<file path="config.mk">
export PLATFORM = sky130hd
export DESIGN_NAME = port_alloc_ctrl_flat
export DESIGN_NICKNAME = d
export VERILOG_FILES = /design/src/rtl/port_alloc_ctrl_pkg.sv /design/src/rtl/port_alloc_ctrl_if.sv /design/src/rtl/port_alloc_ctrl_first_free_sel.sv /design/src/rtl/port_alloc_ctrl.sv /design/src/flat_wrapper.sv
export SDC_FILE = /design/constraint.sdc
export NUM_CORES = 1
export LEC_CHECK = 0
export CORE_UTILIZATION = 35
export DETAILED_ROUTE_END_ITERATION = 10
export SYNTH_ARGS = -nofsm -noshare
export SYNTH_HDL_FRONTEND = slang
export SYNTH_SLANG_ARGS = --single-unit
</file>
<file path="constraint.sdc">
create_clock -name clk -period 5 [get_ports clk]
set_input_delay 1 -clock clk [delete_from_list [all_inputs] [get_ports clk]]
set_output_delay 1 -clock clk [all_outputs]
set_load 0.02 [all_outputs]
</file>
<file path="src/rtl/port_alloc_ctrl_pkg.sv">
// Shared constants for the router output-port allocator.
// Port indices, port counts and the slot-to-input rotation helper.
package port_alloc_ctrl_pkg;

    localparam int NUM_PORT = 5;
    localparam int NUM_NET  = 4;
    localparam int PW       = NUM_PORT * NUM_PORT;

    localparam int PORT_W = 0;
    localparam int PORT_E = 1;
    localparam int PORT_S = 2;
    localparam int PORT_N = 3;
    localparam int PORT_L = 4;

    localparam logic [NUM_PORT-1:0] NET_MASK = 5'b01111;

    // Input served in priority slot k: network slots rotate from ptr,
    // the last slot is always local injection.
    function automatic logic [2:0] slot_port(input logic [1:0] ptr,
                                             input int k);
        if (k >= NUM_NET) return 3'(PORT_L);
        return {1'b0, ptr + 2'(k)};
    endfunction

endpackage

</file>
<file path="src/rtl/port_alloc_ctrl_if.sv">
// Request/grant bundle between route-compute stages and the allocator.
// master: req_valid, prod_vec out; slave: grant, deflected, stall, rr_ptr out.
interface port_alloc_ctrl_if;
    import port_alloc_ctrl_pkg::*;

    logic [NUM_PORT-1:0] req_valid;
    logic [PW-1:0]       prod_vec;
    logic [PW-1:0]       grant;
    logic [NUM_PORT-1:0] deflected;
    logic [NUM_PORT-1:0] stall;
    logic [1:0]          rr_ptr;

    modport master (
        output req_valid, prod_vec,
        input  grant, deflected, stall, rr_ptr
    );

    modport slave (
        input  req_valid, prod_vec,
        output grant, deflected, stall, rr_ptr
    );

endinterface

</file>
<file path="src/rtl/port_alloc_ctrl_first_free_sel.sv">
// Lowest-set-bit picker over a 5-bit port mask.
// Ports: mask in; sel one-hot lowest set bit (zero if none); found flag.
module first_free_sel
    import port_alloc_ctrl_pkg::*;
(
    input  logic [NUM_PORT-1:0] mask,
    output logic [NUM_PORT-1:0] sel,
    output logic                found
);

    assign sel   = mask & (-mask);
    assign found = |mask;

endmodule

</file>
<file path="src/rtl/port_alloc_ctrl.sv">
// Output-port allocator: rotating priority, deflection, registered grants.
// Ports: clk, reset (sync, active-high), bus (port_alloc_ctrl_if.slave).
// Option: define PORT_ALLOC_DEFLECT_EN to deflect blocked network flits.
module port_alloc_ctrl
    import port_alloc_ctrl_pkg::*;
(
    input  logic             clk,
    input  logic             reset,
    port_alloc_ctrl_if.slave bus
);

    logic [1:0]          rr_q;
    logic [PW-1:0]       grant_q;
    logic [PW-1:0]       grant_d;
    logic [NUM_PORT-1:0] defl_q;
    logic [NUM_PORT-1:0] defl_d;
    logic [NUM_PORT-1:0] stall_q;
    logic [NUM_PORT-1:0] stall_d;
    logic                net_hit;

    // One slot per priority position; the free mask ripples slot to slot.
    for (genvar k = 0; k < NUM_PORT; k++) begin : g_slot
        logic [2:0]          idx;
        logic                vld;
        logic [NUM_PORT-1:0] pv;
        logic [NUM_PORT-1:0] free_in;
        logic [NUM_PORT-1:0] pick_p;
        logic                found_p;
        logic [NUM_PORT-1:0] gnt;
        logic                defl;
        logic                stl;
        logic [PW-1:0]       g_vec;
        logic [NUM_PORT-1:0] s_vec;
        logic [NUM_PORT-1:0] d_vec;

        assign idx = slot_port(rr_q, k);
        assign vld = bus.req_valid[idx];
        assign pv  = bus.prod_vec[idx*NUM_PORT +: NUM_PORT];

        if (k == 0) begin : g_head
            assign free_in = '1;
        end else begin : g_link
            assign free_in = g_slot[k-1].g_fwd.free_out;
        end

        first_free_sel u_prod (
            .mask  (pv & free_in),
            .sel   (pick_p),
            .found (found_p)
        );

        if (k < NUM_NET) begin : g_net
`ifdef PORT_ALLOC_DEFLECT_EN
            logic [NUM_PORT-1:0] pick_d;
            logic                found_d;

            // Deflection never targets the local ejection port.
            first_free_sel u_defl (
                .mask  (free_in & NET_MASK),
                .sel   (pick_d),
                .found (found_d)
            );

            assign gnt  = !vld   ? '0 :
                          found_p ? pick_p : pick_d;
            assign defl = vld & ~found_p & found_d;
`else
            assign gnt  = (vld && found_p) ? pick_p : '0;
            assign defl = 1'b0;
`endif
        end else begin : g_inj
            assign gnt  = (vld && found_p) ? pick_p : '0;
            assign defl = 1'b0;
        end

        if (k < NUM_PORT - 1) begin : g_fwd
            logic [NUM_PORT-1:0] free_out;
            assign free_out = free_in & ~gnt;
        end

        assign stl   = vld & ~(|gnt);
        assign g_vec = PW'(gnt) << (idx * NUM_PORT);
        assign s_vec = NUM_PORT'(stl) << idx;
        assign d_vec = NUM_PORT'(defl) << idx;
    end

    assign grant_d = g_slot[0].g_vec | g_slot[1].g_vec |
                     g_slot[2].g_vec | g_slot[3].g_vec |
                     g_slot[4].g_vec;

    assign stall_d = g_slot[0].s_vec | g_slot[1].s_vec |
                     g_slot[2].s_vec | g_slot[3].s_vec |
                     g_slot[4].s_vec;

    assign defl_d  = g_slot[0].d_vec | g_slot[1].d_vec |
                     g_slot[2].d_vec | g_slot[3].d_vec |
                     g_slot[4].d_vec;

    assign net_hit = |{g_slot[0].gnt, g_slot[1].gnt,
                       g_slot[2].gnt, g_slot[3].gnt};

    always_ff @(posedge clk) begin
        if (reset) begin
            grant_q <= '0;
            defl_q  <= '0;
            stall_q <= '0;
            rr_q    <= '0;
        end else begin
            grant_q <= grant_d;
            defl_q  <= defl_d;
            stall_q <= stall_d;
            if (net_hit) rr_q <= rr_q + 2'd1;
        end
    end

    assign bus.grant     = grant_q;
    assign bus.deflected = defl_q;
    assign bus.stall     = stall_q;
    assign bus.rr_ptr    = rr_q;

endmodule
</file>
<file path="src/flat_wrapper.sv">
// flat-port wrapper written by rule: the top's interface ports become plain ports
module port_alloc_ctrl_flat import port_alloc_ctrl_pkg::*;
  (clk, reset, bus_req_valid, bus_prod_vec, bus_grant, bus_deflected, bus_stall, bus_rr_ptr);
  port_alloc_ctrl_if bus_i ();
  input  logic clk;
  input  logic reset;
  input wire logic [$bits(bus_i.req_valid)-1:0] bus_req_valid;
  input wire logic [$bits(bus_i.prod_vec)-1:0] bus_prod_vec;
  output wire logic [$bits(bus_i.grant)-1:0] bus_grant;
  output wire logic [$bits(bus_i.deflected)-1:0] bus_deflected;
  output wire logic [$bits(bus_i.stall)-1:0] bus_stall;
  output wire logic [$bits(bus_i.rr_ptr)-1:0] bus_rr_ptr;
  assign bus_i.req_valid = bus_req_valid;
  assign bus_i.prod_vec = bus_prod_vec;
  assign bus_grant = bus_i.grant;
  assign bus_deflected = bus_i.deflected;
  assign bus_stall = bus_i.stall;
  assign bus_rr_ptr = bus_i.rr_ptr;
  port_alloc_ctrl u_core (.clk(clk), .reset(reset), .bus(bus_i));
endmodule
</file>
==> run metrics <==
placed cell area=0.003416 sq mm; Critical Path Fanout Max=12; area grow syn2layout=29.62%; post-CTS sizing=0; asr flop ratio synth=0%; Starting Density=36.89%; f_max=233.6 MHz; Final HPWL DP=6237 um; Max Root-Sink Buffers=2; Worst-path clk slew=70 ps; FF-to-FF End=u_core.bus.grant[22]$_SDFF_PP0_; Starting DRT DRC Count=161; syn_area_per_cell=8.331 sq um; Leak=1.246 nW; sequential cell area=643.1 sq um; Hold Crit Depth=1; Vias/cell=5.732; CTS sink cnt=32; worst-case reg-to-reg path depth=8; min Tclk post-route=4280 ps; clk_skew=3.898 ps; # port buffers=63; Synth Instances=328; PwrDens=656.2 mW/mm^2; CP Class=input pin to register; post-route cell area=0.003542 sq mm; I/O pin total=69; Root Driver=clkbuf_8; CTS tree=yes; nets@finish=414; first-pass GRT wire length=13230 um; DRC violations left=0; Arrival @ worst endpoint=4480 ps; Routed WL=7969 um; status=finished, final reports clean; Cell variety after synth=57; Post-CTS Setup Inserts=0; EDFF count, synth=0; chip height=90.36 um; max-slew violations=0; Cell Area, Synth=0.002733 sq mm; cts hold-fix bufs=0; Ant. Diodes=0; total die area=0.008165 sq mm; Syn. warnings=0; ANT nets after route=0; Hold/Removal Path Class=register to register; vias in the first global route=2681; htree depth=2; area of the multi-input gates=0.001936 sq mm; Max-Slew Margin vs Limit=48.11%; first-pass iteration count of the detailed router=4; Num CTS Buffers=5; Tcrit/Tclk final=85.61%; global-route usage over all layers=20.02%; crit end category=register; Critical Path RT=5200 ps; GP Congestion=0.9122; drt wl/cell=16.53 um; RR Startpoint=u_core.bus.rr_ptr[0]$_SDFFE_PP0P_; Hold Startpoint=u_core.bus.rr_ptr[1]$_SDFFE_PP0P_; share of cells above drive strength 1=13.05%; Startpoint Class=input pin; Rows=31; Worst-Margin Slew=777.5 ps; final count of negative-setup-slack endpoints=0; Seq/Total Area, Yosys=23.44%; Synth Flop Type=dfxtp_1; largest net degree at the start of global routing=33; hold endpoint=u_core.bus.grant[15]$_SDFF_PP0_; initial antenna violation count=0; RSZ-0062 raised after global routing=false; clock insertion delay at the later pin of the skew report=280 ps; Max Cap Viol=0; Vias=2763; # fillers=725; register bit total from synthesis=32; final hold vios=0; core area=0.007408 sq mm; peak supply drop=0.3322 mV; R2R Setup Slk=1120 ps; grt ovf=0; Die X-Extent=90.36 um; final setup TNS=0 ps
sequential cells by signal (all words and copies together) (netlist names):
signal and cells:
u_core.bus.grant 25, u_core.bus.stall 5, u_core.bus.rr_ptr 2
final cells by class:
type | count | share of cell area (%)
multi-input cells | 266 | 54.65
well taps | 99 | 3.497
clock inverters | 1 | 0.8478
flip-flops and latches | 32 | 18.16
inverters | 6 | 0.6358
repair buffers | 71 | 19.50
clock buffers | 7 | 2.720
logic make-up (layout without fill, tap and decap cells):
group	Yosys count	count (layout)	share of synthesized area, %
mux	34	34	18.64
flops	32	32	23.44
simple gates	140	140	27.29
compound gates	87	87	24.22
other cells	1	5	0.1372
buf+inv	34	85	6.272
worst max-delay path: stages:
cell             delay [ps]
clkdlybuf4s50_1         470
mux4_2                  650
a21boi_1                410
a211oi_2                170
a211oi_2                620
a2111oi_4                60
o21ai_0                 550
nand3b_1                270
nor3b_1                 270
power by group:
group / switching, mW / internal [mW]
Combinational: 0.984 / 0.658
Clock: 0.0946 / 0.176
Sequential: 0.0700 / 0.343
Total: 1.15 / 1.18
worst max-delay path by stage:
stage / cells past startpoint / startpoint / endpoint / slack (ps)
after floorplan: 9 / bus_prod_vec[15] / u_core.bus.rr_ptr[1]$_SDFFE_PP0P_ / 1370
after global placement: 9 / bus_prod_vec[16] / u_core.bus.grant[22]$_SDFF_PP0_ / 560
after detailed placement: 9 / bus_req_valid[3] / u_core.bus.stall[1]$_SDFF_PP0_ / 530
after CTS: 9 / bus_req_valid[3] / u_core.bus.stall[1]$_SDFF_PP0_ / 830
after global routing: 9 / bus_req_valid[3] / u_core.bus.stall[3]$_SDFF_PP0_ / 540
final: 9 / bus_req_valid[3] / u_core.bus.grant[22]$_SDFF_PP0_ / 720
stage by stage:
step	utilization (%)	instances	hold slack [ps]	setup slack, ps	total power, mW
final	47.81	482	692.6	719.6	2.324
after global routing	47.81	482	761.4	543.6	2.500
after detailed placement	46.11	474	700.9	529.1	2.049
after floorplan	-	332	1113	1370	1.584
after CTS	47.81	482	709.0	834.7	2.323
after global placement	46.11	474	703.6	557.0	2.047
per-layer routing:
| layer | routed length [um] | track usage [%] | part of all wire, % | vias up |
|---|---|---|---|---|
| met2 | 3861 | 34.41 | 48 | 88 |
| li1 | - | - | - | 1366 |
| met1 | 3541 | 25.80 | 44 | 1294 |
| met3 | 398 | 3.620 | 5.0 | 15 |
| met5 | 0 | 0 | 0 | - |
| met4 | 168 | 4.973 | 2.1 | 0 |
cell usage after synthesis (3+ instances only):
library cell / count / share of area (%)
and3_1: 3 / 0.69
mux2i_1: 16 / 5.9
nand2b_1: 6 / 1.4
o31ai_1: 3 / 0.82
a31oi_1: 9 / 2.1
nand2_1: 31 / 4.3
a21oi_1: 14 / 2.6
o21ai_0: 8 / 1.5
clkbuf_1: 14 / 1.9
inv_1: 6 / 0.82
dfxtp_1: 32 / 23
o211ai_1: 4 / 1.1
and2_1: 7 / 1.6
nand3_1: 16 / 2.9
nand4_1: 4 / 0.92
mux4_2: 13 / 11
mux2_2: 5 / 2.1
buf_2: 5 / 0.92
a311oi_1: 5 / 1.6
nor3_1: 11 / 2.0
nor2_1: 38 / 5.2
buf_4: 6 / 1.6
a211oi_1: 17 / 4.7
or3_1: 4 / 0.92
a221oi_1: 7 / 2.2
placed cells by master (no fill, tap or decap), types with 6 or more instances in the layout:
cell / count
mux2i_1: 16
nand2_1: 31
a221oi_1: 7
inv_1: 6
a211oi_1: 17
nor2_1: 38
o21ai_0: 8
a21oi_1: 14
nor3_1: 11
buf_4: 8
clkdlybuf4s50_1: 63
and2_1: 7
clkbuf_8: 7
nand2b_1: 6
mux4_2: 13
nand3_1: 16
dfxtp_1: 30
a31oi_1: 9
(Power assumes the default switching activity.)
